[config.mk]
export PLATFORM = sky130hd
export DESIGN_NAME = mem_arbiter_rr
export DESIGN_NICKNAME = d
export VERILOG_FILES = /design/src/rtl/mem_arb_pkg.sv /design/src/rtl/mem_arbiter_rr_grant.sv /design/src/rtl/mem_arbiter_rr.sv
export SDC_FILE = /design/constraint.sdc
export NUM_CORES = 1
export LEC_CHECK = 0
export ABC_AREA = 1
export ABC_CLOCK_PERIOD_IN_PS = 6580
export CORE_AREA = 2 2 154 156
export DETAILED_ROUTE_END_ITERATION = 10
export DIE_AREA = 0 0 156 158
export DONT_BUFFER_PORTS = 1
export HOLD_SLACK_MARGIN = 0.05
export RECOVER_POWER = 25
export SLEW_MARGIN = 20
export SYNTH_ARGS = -nofsm -noshare
export SYNTH_HDL_FRONTEND = slang
export SYNTH_HIERARCHICAL = 1
export SYNTH_SLANG_ARGS = --single-unit
[constraint.sdc]
create_clock -name clock -period 6.58 [get_ports clock]
set_input_delay 0.987 -clock clock [delete_from_list [all_inputs] [get_ports clock]]
set_output_delay 0.987 -clock clock [all_outputs]
set_load 0.01 [all_outputs]
[src/rtl/mem_arb_pkg.sv]
// Shared definitions for the round-robin memory arbiter.
//   clog2 / port_id_w : sizing helpers for the encoded port id
//   tag_t             : read tag {valid, port_id} carried alongside an issued read
//   ARB_RR / ARB_FIXED: arbitration mode selectors
package mem_arb_pkg;

  localparam int ARB_RR    = 0;
  localparam int ARB_FIXED = 1;

  // Tag id field is sized for up to 256 requesters so the struct can live here,
  // independent of any particular NUM_PORTS.
  localparam int TAG_ID_W = 8;

  function automatic int clog2(input int n);
    int r;
    r = 0;
    for (int i = 0; i < 31; i++) begin
      if ((1 << i) < n) r = i + 1;
    end
    return r;
  endfunction

  // Encoded port id width; a 1-bit minimum keeps every vector legal.
  function automatic int port_id_w(input int n);
    return (clog2(n) < 1) ? 1 : clog2(n);
  endfunction

  typedef struct packed {
    logic                valid;
    logic [TAG_ID_W-1:0] port_id;
  } tag_t;

endpackage

[src/rtl/mem_arbiter_rr_grant.sv]
// Grant generator: combinational one-hot grant over the valid vector, either
// round-robin from the priority pointer or fixed lowest-index priority.
//   clock, reset_n : clock and synchronous active-low reset
//   valid          : per-port request pending
//   grant          : one-hot grant (all zero in reset or when nothing is valid)
//   grant_id       : encoded index of the granted port
//   grant_any      : a grant is being given this cycle
module rr_grant
  import mem_arb_pkg::*;
#(
  parameter int NUM_PORTS     = 3,
  parameter int PRIORITY_MODE = ARB_RR,
  localparam int PORT_ID_W    = port_id_w(NUM_PORTS)
) (
  input  logic                 clock,
  input  logic                 reset_n,
  input  logic [NUM_PORTS-1:0] valid,
  output logic [NUM_PORTS-1:0] grant,
  output logic [PORT_ID_W-1:0] grant_id,
  output logic                 grant_any
);

  logic [PORT_ID_W-1:0] ptr;

  // Search starts at ptr and wraps by subtraction, so non-power-of-two port
  // counts never index past the last port.
  always_comb begin : pick
    int idx;
    idx       = 0;
    grant     = '0;
    grant_id  = '0;
    grant_any = 1'b0;
    if (reset_n) begin
      for (int k = 0; k < NUM_PORTS; k++) begin
        if (PRIORITY_MODE == ARB_FIXED) begin
          idx = k;
        end else begin
          idx = int'(ptr) + k;
          if (idx >= NUM_PORTS) idx = idx - NUM_PORTS;
        end
        if (!grant_any && valid[idx]) begin
          grant[idx] = 1'b1;
          grant_id   = PORT_ID_W'(idx);
          grant_any  = 1'b1;
        end
      end
    end
  end

  always_ff @(posedge clock) begin
    if (!reset_n) begin
      ptr <= '0;
    end else if (grant_any && (PRIORITY_MODE == ARB_RR)) begin
      ptr <= (grant_id == PORT_ID_W'(NUM_PORTS - 1)) ? '0 : grant_id + 1'b1;
    end
  end

endmodule

[src/rtl/mem_arbiter_rr.sv]
// N-port arbiter in front of a single shared data memory.
//   clock, reset_n      : clock and synchronous active-low reset
//   req_valid/write     : per-port request and direction (1 = write)
//   req_addr/req_wdata  : per-port request fields, port i at [i*W +: W]
//   req_ready           : one-hot grant; valid&ready accepts the request
//   rsp_valid/rsp_rdata : one-cycle read response pulse and held read data
//   mem_read/mem_write  : registered memory strobes
//   mem_addr/mem_wdata  : registered address / write data (hold when idle)
//   mem_rdata           : memory read data, valid READ_LATENCY cycles after mem_read
module mem_arbiter_rr
  import mem_arb_pkg::*;
#(
  parameter int NUM_PORTS     = 3,
  parameter int ADDR_W        = 32,
  parameter int DATA_W        = 32,
  parameter int READ_LATENCY  = 1,
  parameter int PRIORITY_MODE = ARB_RR
) (
  input  logic                          clock,
  input  logic                          reset_n,
  input  logic [NUM_PORTS-1:0]          req_valid,
  input  logic [NUM_PORTS-1:0]          req_write,
  input  logic [NUM_PORTS*ADDR_W-1:0]   req_addr,
  input  logic [NUM_PORTS*DATA_W-1:0]   req_wdata,
  output logic [NUM_PORTS-1:0]          req_ready,
  output logic [NUM_PORTS-1:0]          rsp_valid,
  output logic [NUM_PORTS*DATA_W-1:0]   rsp_rdata,
  output logic                          mem_read,
  output logic                          mem_write,
  output logic [ADDR_W-1:0]             mem_addr,
  output logic [DATA_W-1:0]             mem_wdata,
  input  logic [DATA_W-1:0]             mem_rdata
);

  localparam int PORT_ID_W = port_id_w(NUM_PORTS);

  logic [NUM_PORTS-1:0] grant;
  logic [PORT_ID_W-1:0] grant_id;
  logic                 grant_any;
  logic                 hs_p0;
  logic [PORT_ID_W-1:0] issue_id_p1;
  tag_t                 tag_p [READ_LATENCY];
  tag_t                 tag_out;

  rr_grant #(
    .NUM_PORTS     (NUM_PORTS),
    .PRIORITY_MODE (PRIORITY_MODE)
  ) u_grant (
    .clock     (clock),
    .reset_n   (reset_n),
    .valid     (req_valid),
    .grant     (grant),
    .grant_id  (grant_id),
    .grant_any (grant_any)
  );

  // Only valid ports are ever granted, so any grant is a completed handshake.
  assign req_ready = grant;
  assign hs_p0     = grant_any;

  // ---- stage p0 -> p1: register the accepted request onto the memory bus
  always_ff @(posedge clock) begin
    if (!reset_n) begin
      mem_read    <= 1'b0;
      mem_write   <= 1'b0;
      mem_addr    <= '0;
      mem_wdata   <= '0;
      issue_id_p1 <= '0;
    end else begin
      mem_read  <= hs_p0 && !req_write[grant_id];
      mem_write <= hs_p0 &&  req_write[grant_id];
      if (hs_p0) begin
        mem_addr    <= req_addr[int'(grant_id)*ADDR_W +: ADDR_W];
        mem_wdata   <= req_wdata[int'(grant_id)*DATA_W +: DATA_W];
        issue_id_p1 <= grant_id;
      end
    end
  end

  // ---- stage p1 -> p1+READ_LATENCY: read tags follow the memory latency
  // Writes enter as invalid tags, keeping the shift cadence one slot per cycle.
  always_ff @(posedge clock) begin
    if (!reset_n) begin
      for (int k = 0; k < READ_LATENCY; k++) begin
        tag_p[k] <= '0;
      end
    end else begin
      tag_p[0].valid   <= mem_read;
      tag_p[0].port_id <= TAG_ID_W'(issue_id_p1);
      for (int k = 1; k < READ_LATENCY; k++) begin
        tag_p[k] <= tag_p[k-1];
      end
    end
  end

  assign tag_out = tag_p[READ_LATENCY-1];

  // ---- response stage: steer mem_rdata to the tagged port
  always_ff @(posedge clock) begin
    if (!reset_n) begin
      rsp_valid <= '0;
      rsp_rdata <= '0;
    end else begin
      rsp_valid <= '0;
      if (tag_out.valid) begin
        rsp_valid[tag_out.port_id] <= 1'b1;
        rsp_rdata[int'(tag_out.port_id)*DATA_W +: DATA_W] <= mem_rdata;
      end
    end
  end

endmodule

# == After elaboration in Yosys (flattened, before gate mapping) ==
# Memories as Yosys holds them, arrays and structs flattened.
# Cells that the tools add are included.
# op_classes
n_addsub,7
n_lt_le_gt_ge,12
eq_ne,1
shifts,4
n_mux,47
n_bitwise,2
reduce_logical,13
# ops
op,count
$mux W32,6
$shiftx A96 B8 Y32,2
$bwmux W96,1
$ge A32 B1 Y1 const B,3
$lt A32 B4 Y1 const B,3
$shift A32 B33 Y96 const A,1
$shiftx A32 B33 Y96,1
$ge A32 B3 Y1 const B,2
$sub A32 B3 Y32 const B,2
$neg A13 Y33,1
$mux W3,7
$mux W1,19
$mux W2,6
$bmux W1 S2,4
$demux W1 S2,4
$ge A8 B1 Y1 const B,1
$logic_and A1 B1 Y1,8
$lt A8 B3 Y1 const B,1
$or A3 B3 Y3,2
$add A2 B1 Y3 const B,1
$add A2 B2 Y3 const B,1
$logic_not A1 Y1,3
$lt A2 B3 Y1 const B,1
$reduce_or A3 Y1,1
other kinds (5),5
# word_totals
regBits,169
ramBits,3
inputBits,232
out_inout_bits,168
elab_cells,95
mem_count,1
# mem_list
memory,words,word_bits,rd,rd_clocked_by_memory_dff,wr,line_no,rtl
tag_p,1,3,1,0,2,mem_arbiter_rr.sv:42,tag_t tag_p [READ_LATENCY];

# == Depth between registers and ports, before layout ==
# logic_depth
word_depth,20
mapped_depth,18
mapped_depth_nobuf,16

# == Modules after synthesis ==
# Netlist, hierarchy kept.
# by_module_without_submodules
mod,n_inst,cells_each,area_per_inst_um2
mem_arbiter_rr,1,1233,8126.5
rr_grant,1,72,412.9

# == Least setup slack after synthesis ==
# Ideal clock, no wire load.
# synth_path
path_kind,input to output
from,input port req_valid[1]
to,output port req_ready[1]
t_arrival_ps,1659
setup_slack_ps,3934
path_stages,8
path_buffers,0
path_cell_list,inv_1 -> nand2_1 -> nand3_1 -> nand2_1 -> inv_2 -> nor2_4 -> nand2_1 -> a31oi_1
# synth_via
elab_chain_cells,13
elab_cells_between_ends,25
cone_classes,mux: 19; bitwise: 2; reduce/logical: 4
# synth_rtl
element,line_no,rtl
start: declaration,mem_arbiter_rr.sv:21,"input logic [NUM_PORTS-1:0] req_valid,"
$bmux W1 S2,mem_arbiter_rr_grant.sv:41,if (!grant_any && valid[idx]) begin
$mux W1 (not written as such) (2 in a row),mem_arbiter_rr_grant.sv:41,
$mux W1,mem_arbiter_rr_grant.sv:41,
$mux W1,mem_arbiter_rr_grant.sv:33,if (reset_n) begin
$logic_not A1 Y1,mem_arbiter_rr_grant.sv:41,
$logic_and A1 B1 Y1,mem_arbiter_rr_grant.sv:41,
$mux W1,mem_arbiter_rr_grant.sv:41,
$mux W1,mem_arbiter_rr_grant.sv:33,
$logic_not A1 Y1,mem_arbiter_rr_grant.sv:41,
$logic_and A1 B1 Y1,mem_arbiter_rr_grant.sv:41,
$mux W3 *,mem_arbiter_rr_grant.sv:41,
$mux W3 *,mem_arbiter_rr_grant.sv:33,
end: declaration,mem_arbiter_rr.sv:25,"output logic [NUM_PORTS-1:0] req_ready,"
# Every way passes the cells marked *; elsewhere a longest branch is shown, timed or not. The select of a mux whose other input is x is not followed.

# == Worst setup path after layout ==
# layout_path
from,register u_grant.ptr[0]
to,register mem_wdata[3]
# layout_via
elab_chain_cells,17
elab_cells_between_ends,38
cone_classes,add/sub: 5; order compare: 3; shift: 1; mux: 25; reduce/logical: 4
# layout_rtl
element,line_no,rtl
start: declaration,mem_arbiter_rr_grant.sv:23,logic [PORT_ID_W-1:0] ptr;
start signal: assignment,mem_arbiter_rr_grant.sv:54,ptr <= (grant_id == PORT_ID_W'(NUM_PORTS - 1)) ? '0 : grant_id + 1'b1;
branches (longest 14 deep; another with $sub A32 B3 Y32),n/a,
$mux W2 *,mem_arbiter_rr_grant.sv:41,
$mux W2 *,mem_arbiter_rr_grant.sv:33,
net grant_id[1],mem_arbiter_rr.sv:38,logic [PORT_ID_W-1:0] grant_id;
$shiftx A96 B8 Y32 *,mem_arbiter_rr.sv:74,mem_wdata <= req_wdata[int'(grant_id)*DATA_W +: DATA_W];
end signal: assignment,mem_arbiter_rr.sv:74,
end: declaration,mem_arbiter_rr.sv:31,"output logic [DATA_W-1:0] mem_wdata,"
# Mark *: on every way through the listed nets, which the timed path passes. The select of a mux whose other input is x is not followed.
# A chain may end at the register's enable or synchronous reset.

==> results.sh <==
export IMPL_numPortBuffers=0
export IMPL_hold_violations=0
export IMPL_gr_usage_all_layers=0.212
export IMPL_synth_fp_nets=1547
export IMPL_clock_tree_buffer_depth=2
export IMPL_gp_routability_congestion=0.913
export IMPL_setup_crit_path_kind="reg -> reg"
export IMPL_synth_enable_flop_cells=0
export IMPL_rsz0062_at_grt="no"
export IMPL_placementRows=56
export IMPL_cts_setup_buffers=0
export IMPL_boundaryPins=400
export IMPL_yosys_cell_count_top_type="sky130_fd_sc_hd__nand2_1"
export IMPL_reg2reg_slack_ns=3.25
export IMPL_power_sequential_fraction=0.377
export IMPL_stdcell_area_mm2=0.00923
export IMPL_worst_slew_pin_transition_ns=1.11
export IMPL_synth_lib_cells_used_distinct=28
export IMPL_cts_buf_count=17
export IMPL_tns_ns=0
export IMPL_die_area_mm2=0.0246
export IMPL_cts_hold_buffers=0
export IMPL_synth_cells=1305
export IMPL_post_cts_clock_slew_at_the_launch_and_capture_registers_of_the_worst_setup_and_hold_paths_ns=0.07
export IMPL_post_synth_top_area_cell="sky130_fd_sc_hd__dfxtp_1"
export IMPL_power_density_mw_per_mm2=416
export IMPL_crit_required_ns=6.94
export IMPL_endpoint_kind="flip-flop"
export IMPL_layout_setup_ws_ns=3.25
export IMPL_start_kind="flip-flop"
export IMPL_status="finished clean"
export IMPL_drive_above_1_share=0.102
export IMPL_cpMostUsedCell="sky130_fd_sc_hd__nand2_1"
export IMPL_ys_seq_elements=172
export IMPL_post_cts_resized=0
export IMPL_number_of_nets_in_the_finished_design=1492
export IMPL_syn_mean_instance_area_um2=6.54
export IMPL_grt_pass1_vias=7346
export IMPL_highest_fanout_seen_on_the_critical_path=66
export IMPL_async_flop_share=0
export IMPL_worst_ep_arrival_time_ns=3.69
export IMPL_detailroute_via_count=7941
export IMPL_finish_utilization=0.400
export IMPL_vdd_drop_max_v=0.000225
export IMPL_root_buffer="sky130_fd_sc_hd__clkbuf_16"
export IMPL_cts_htree_levels=4
export IMPL_finalSetupViolCount=0
export IMPL_synth_seq_area_share=0.403
export IMPL_period_needed_ns=3.33
export IMPL_synth_flop_cell="sky130_fd_sc_hd__dfxtp_1"
export IMPL_placement_setup_worst_slack_ns=3.27
export IMPL_count_of_pins_over_their_slew_limit=0
export IMPL_tritoncts_clock_tree="done"
export IMPL_first_iter_violations=622
export IMPL_area_growth_synth_to_final_pct=8.09
export IMPL_p_sw_frac=0.424
export IMPL_warnings_synthesis=6
export IMPL_avgRoutedWirePerCell_um=17.4
export IMPL_grt_overflow=0
export IMPL_dieHeight_um=158
export IMPL_critical_path_slowest_cell="sky130_fd_sc_hd__buf_4"
export IMPL_post_synth_main_area_contributors="sky130_fd_sc_hd__dfxtp_1 40%, sky130_fd_sc_hd__nand2_1 16%, sky130_fd_sc_hd__a21oi_1 9.6%, sky130_fd_sc_hd__inv_1 8.0%, sky130_fd_sc_hd__nand3_1 6.5%"
export IMPL_drcViolationCount=0
export IMPL_crit_chain="inv_1 -> ha_1 -> inv_2 -> nand2_1 -> nand3_1 -> nand2_2 -> nand4_1 -> a21oi_1 -> inv_2 -> buf_4 -> nor2_4 -> buf_4 -> nand2_1 -> nand2_1 -> inv_1 -> a21oi_1"
export IMPL_synth_cell_area_mm2=0.00854
export IMPL_route_final_wire_length_um=27100
export IMPL_layout_worst_path_cycle_share=0.506
export IMPL_vias_per_cell=5.11
export IMPL_power_clock_fraction=0.268
export IMPL_internal_power_mw=2.21
export IMPL_p_switching_mw=1.63
export IMPL_min_path_type="reg -> reg"
export IMPL_antenna_found_initial=3
export IMPL_leakage_nw=4.23
export IMPL_yosysTopAreaCellShare=0.403
export IMPL_cts_sink_count=172
export IMPL_placed_cell_area_mm2=0.00862
export IMPL_fp_dieW_um=156
export IMPL_worst_skew_pair_late_latency_ns=0.43
export IMPL_start_util=0.370
export IMPL_cp_slowest_stage_delay_ns=0.57
export IMPL_grt_first_pass_wirelength_um=40500
export IMPL_comb_power_share=0.355
export IMPL_pin_count_of_the_biggest_net_entering_global_routing=102
export IMPL_detailed_place_hpwl_um=19400
export IMPL_route_antenna_remaining_nets=0
export IMPL_maxSlewHeadroom=0.258
export IMPL_totalPowerFinal_mw=3.84
export IMPL_max_freq_mhz=300
export IMPL_largest_clock_skew_in_the_final_design_ns=0.0136
export IMPL_core_region_area_mm2=0.0231
export IMPL_max_cap_viol_count=0
export IMPL_ys_top_cells_by_count="361 x sky130_fd_sc_hd__nand2_1, 183 x sky130_fd_sc_hd__inv_1, 172 x sky130_fd_sc_hd__dfxtp_1"
export IMPL_detailedRoute_firstPassIterationCount=5
==> logic make-up after synthesis <==
logic type	after synthesis	share of synthesized area
compound gates	258	0.152
simple gates	593	0.303
buf+inv	272	0.126
fa+ha+maj	10	0.0147
flops	172	0.403
==> per-layer routing <==
metal  GRT usage  vias up  routed length [µm]
li1            -     3952                   -
met1       0.239     3635               10800
met2       0.354      307               12800
met3      0.0901       45                2690
met4      0.0856        2                 799
met5           0        -                  13
==> worst paths after layout <==
kind | from | end | depth (start not counted)
worst max-delay path | u_grant/ptr[0] | mem_wdata[3] | 16
worst min-delay path | issue_id_p1[0] | tag_p[0][0] | 2
worst max register to register | u_grant/ptr[0] | mem_wdata[3] | 16
worst min register to register | issue_id_p1[0] | tag_p[0][0] | 2
==> registers in the layout, summed over array words and instances, names as in the netlist <==
signal	count
rsp_rdata	96
mem_addr	32
mem_wdata	32
rsp_valid	3
tag_p	3
issue_id_p1	2
u_grant/ptr	2
mem_read	1
mem_write	1
==> power by group through the flow <==
stage	combinational (mW)	sequential [mW]	clock, mW
final	1.36	1.45	1.03
after floorplan	1.12	1.39	0
after detailed placement	1.36	1.46	0
after global placement	1.36	1.47	0
after CTS	1.37	1.45	1.06
after global routing	1.56	1.47	1.10
==> placed cells by master (no fill, tap or decap), types with 4 or more instances in the layout <==
master and count:
sky130_fd_sc_hd__a21oi_1 163, sky130_fd_sc_hd__buf_4 11, sky130_fd_sc_hd__clkbuf_16 17, sky130_fd_sc_hd__dfxtp_1 172, sky130_fd_sc_hd__ha_1 10, sky130_fd_sc_hd__inv_1 178, sky130_fd_sc_hd__inv_2 6, sky130_fd_sc_hd__inv_8 4
sky130_fd_sc_hd__nand2_1 361, sky130_fd_sc_hd__nand2_2 4, sky130_fd_sc_hd__nand3_1 111, sky130_fd_sc_hd__nor2_1 39, sky130_fd_sc_hd__o21ai_0 87, sky130_fd_sc_hd__or2_2 64
==> metrics by stage <==
| step | hold slack (ns) | std cells |
|---|---|---|
| final | 0.447 | 1555 |
| after global routing | 0.470 | 1555 |
| after CTS | 0.446 | 1553 |
| after detailed placement | 0.435 | 1521 |
| after global placement | 0.425 | 1521 |
| after floorplan | 0.405 | 1305 |
==> worst max-delay path: cells and delay by family, from the launching register on <==
kind	cells	cell delay, ns
buffers and inverters	6	1.19
and+or+nand+nor	7	0.85
adders and majority gates	1	0.42
DFF	1	0.39
AOI/OAI and AO/OA	2	0.38
==> final cells by class <==
class	count	area [µm²]
inverter	187	704
sequential	172	3440
multi-input combinational	861	4030
clock buffer	17	425
antenna	2	5.00
tap	290	363
timing repair buffer	11	82.6
clock inverter	15	180
fill	2465	13800
Power figures use the tool's default switching activity.
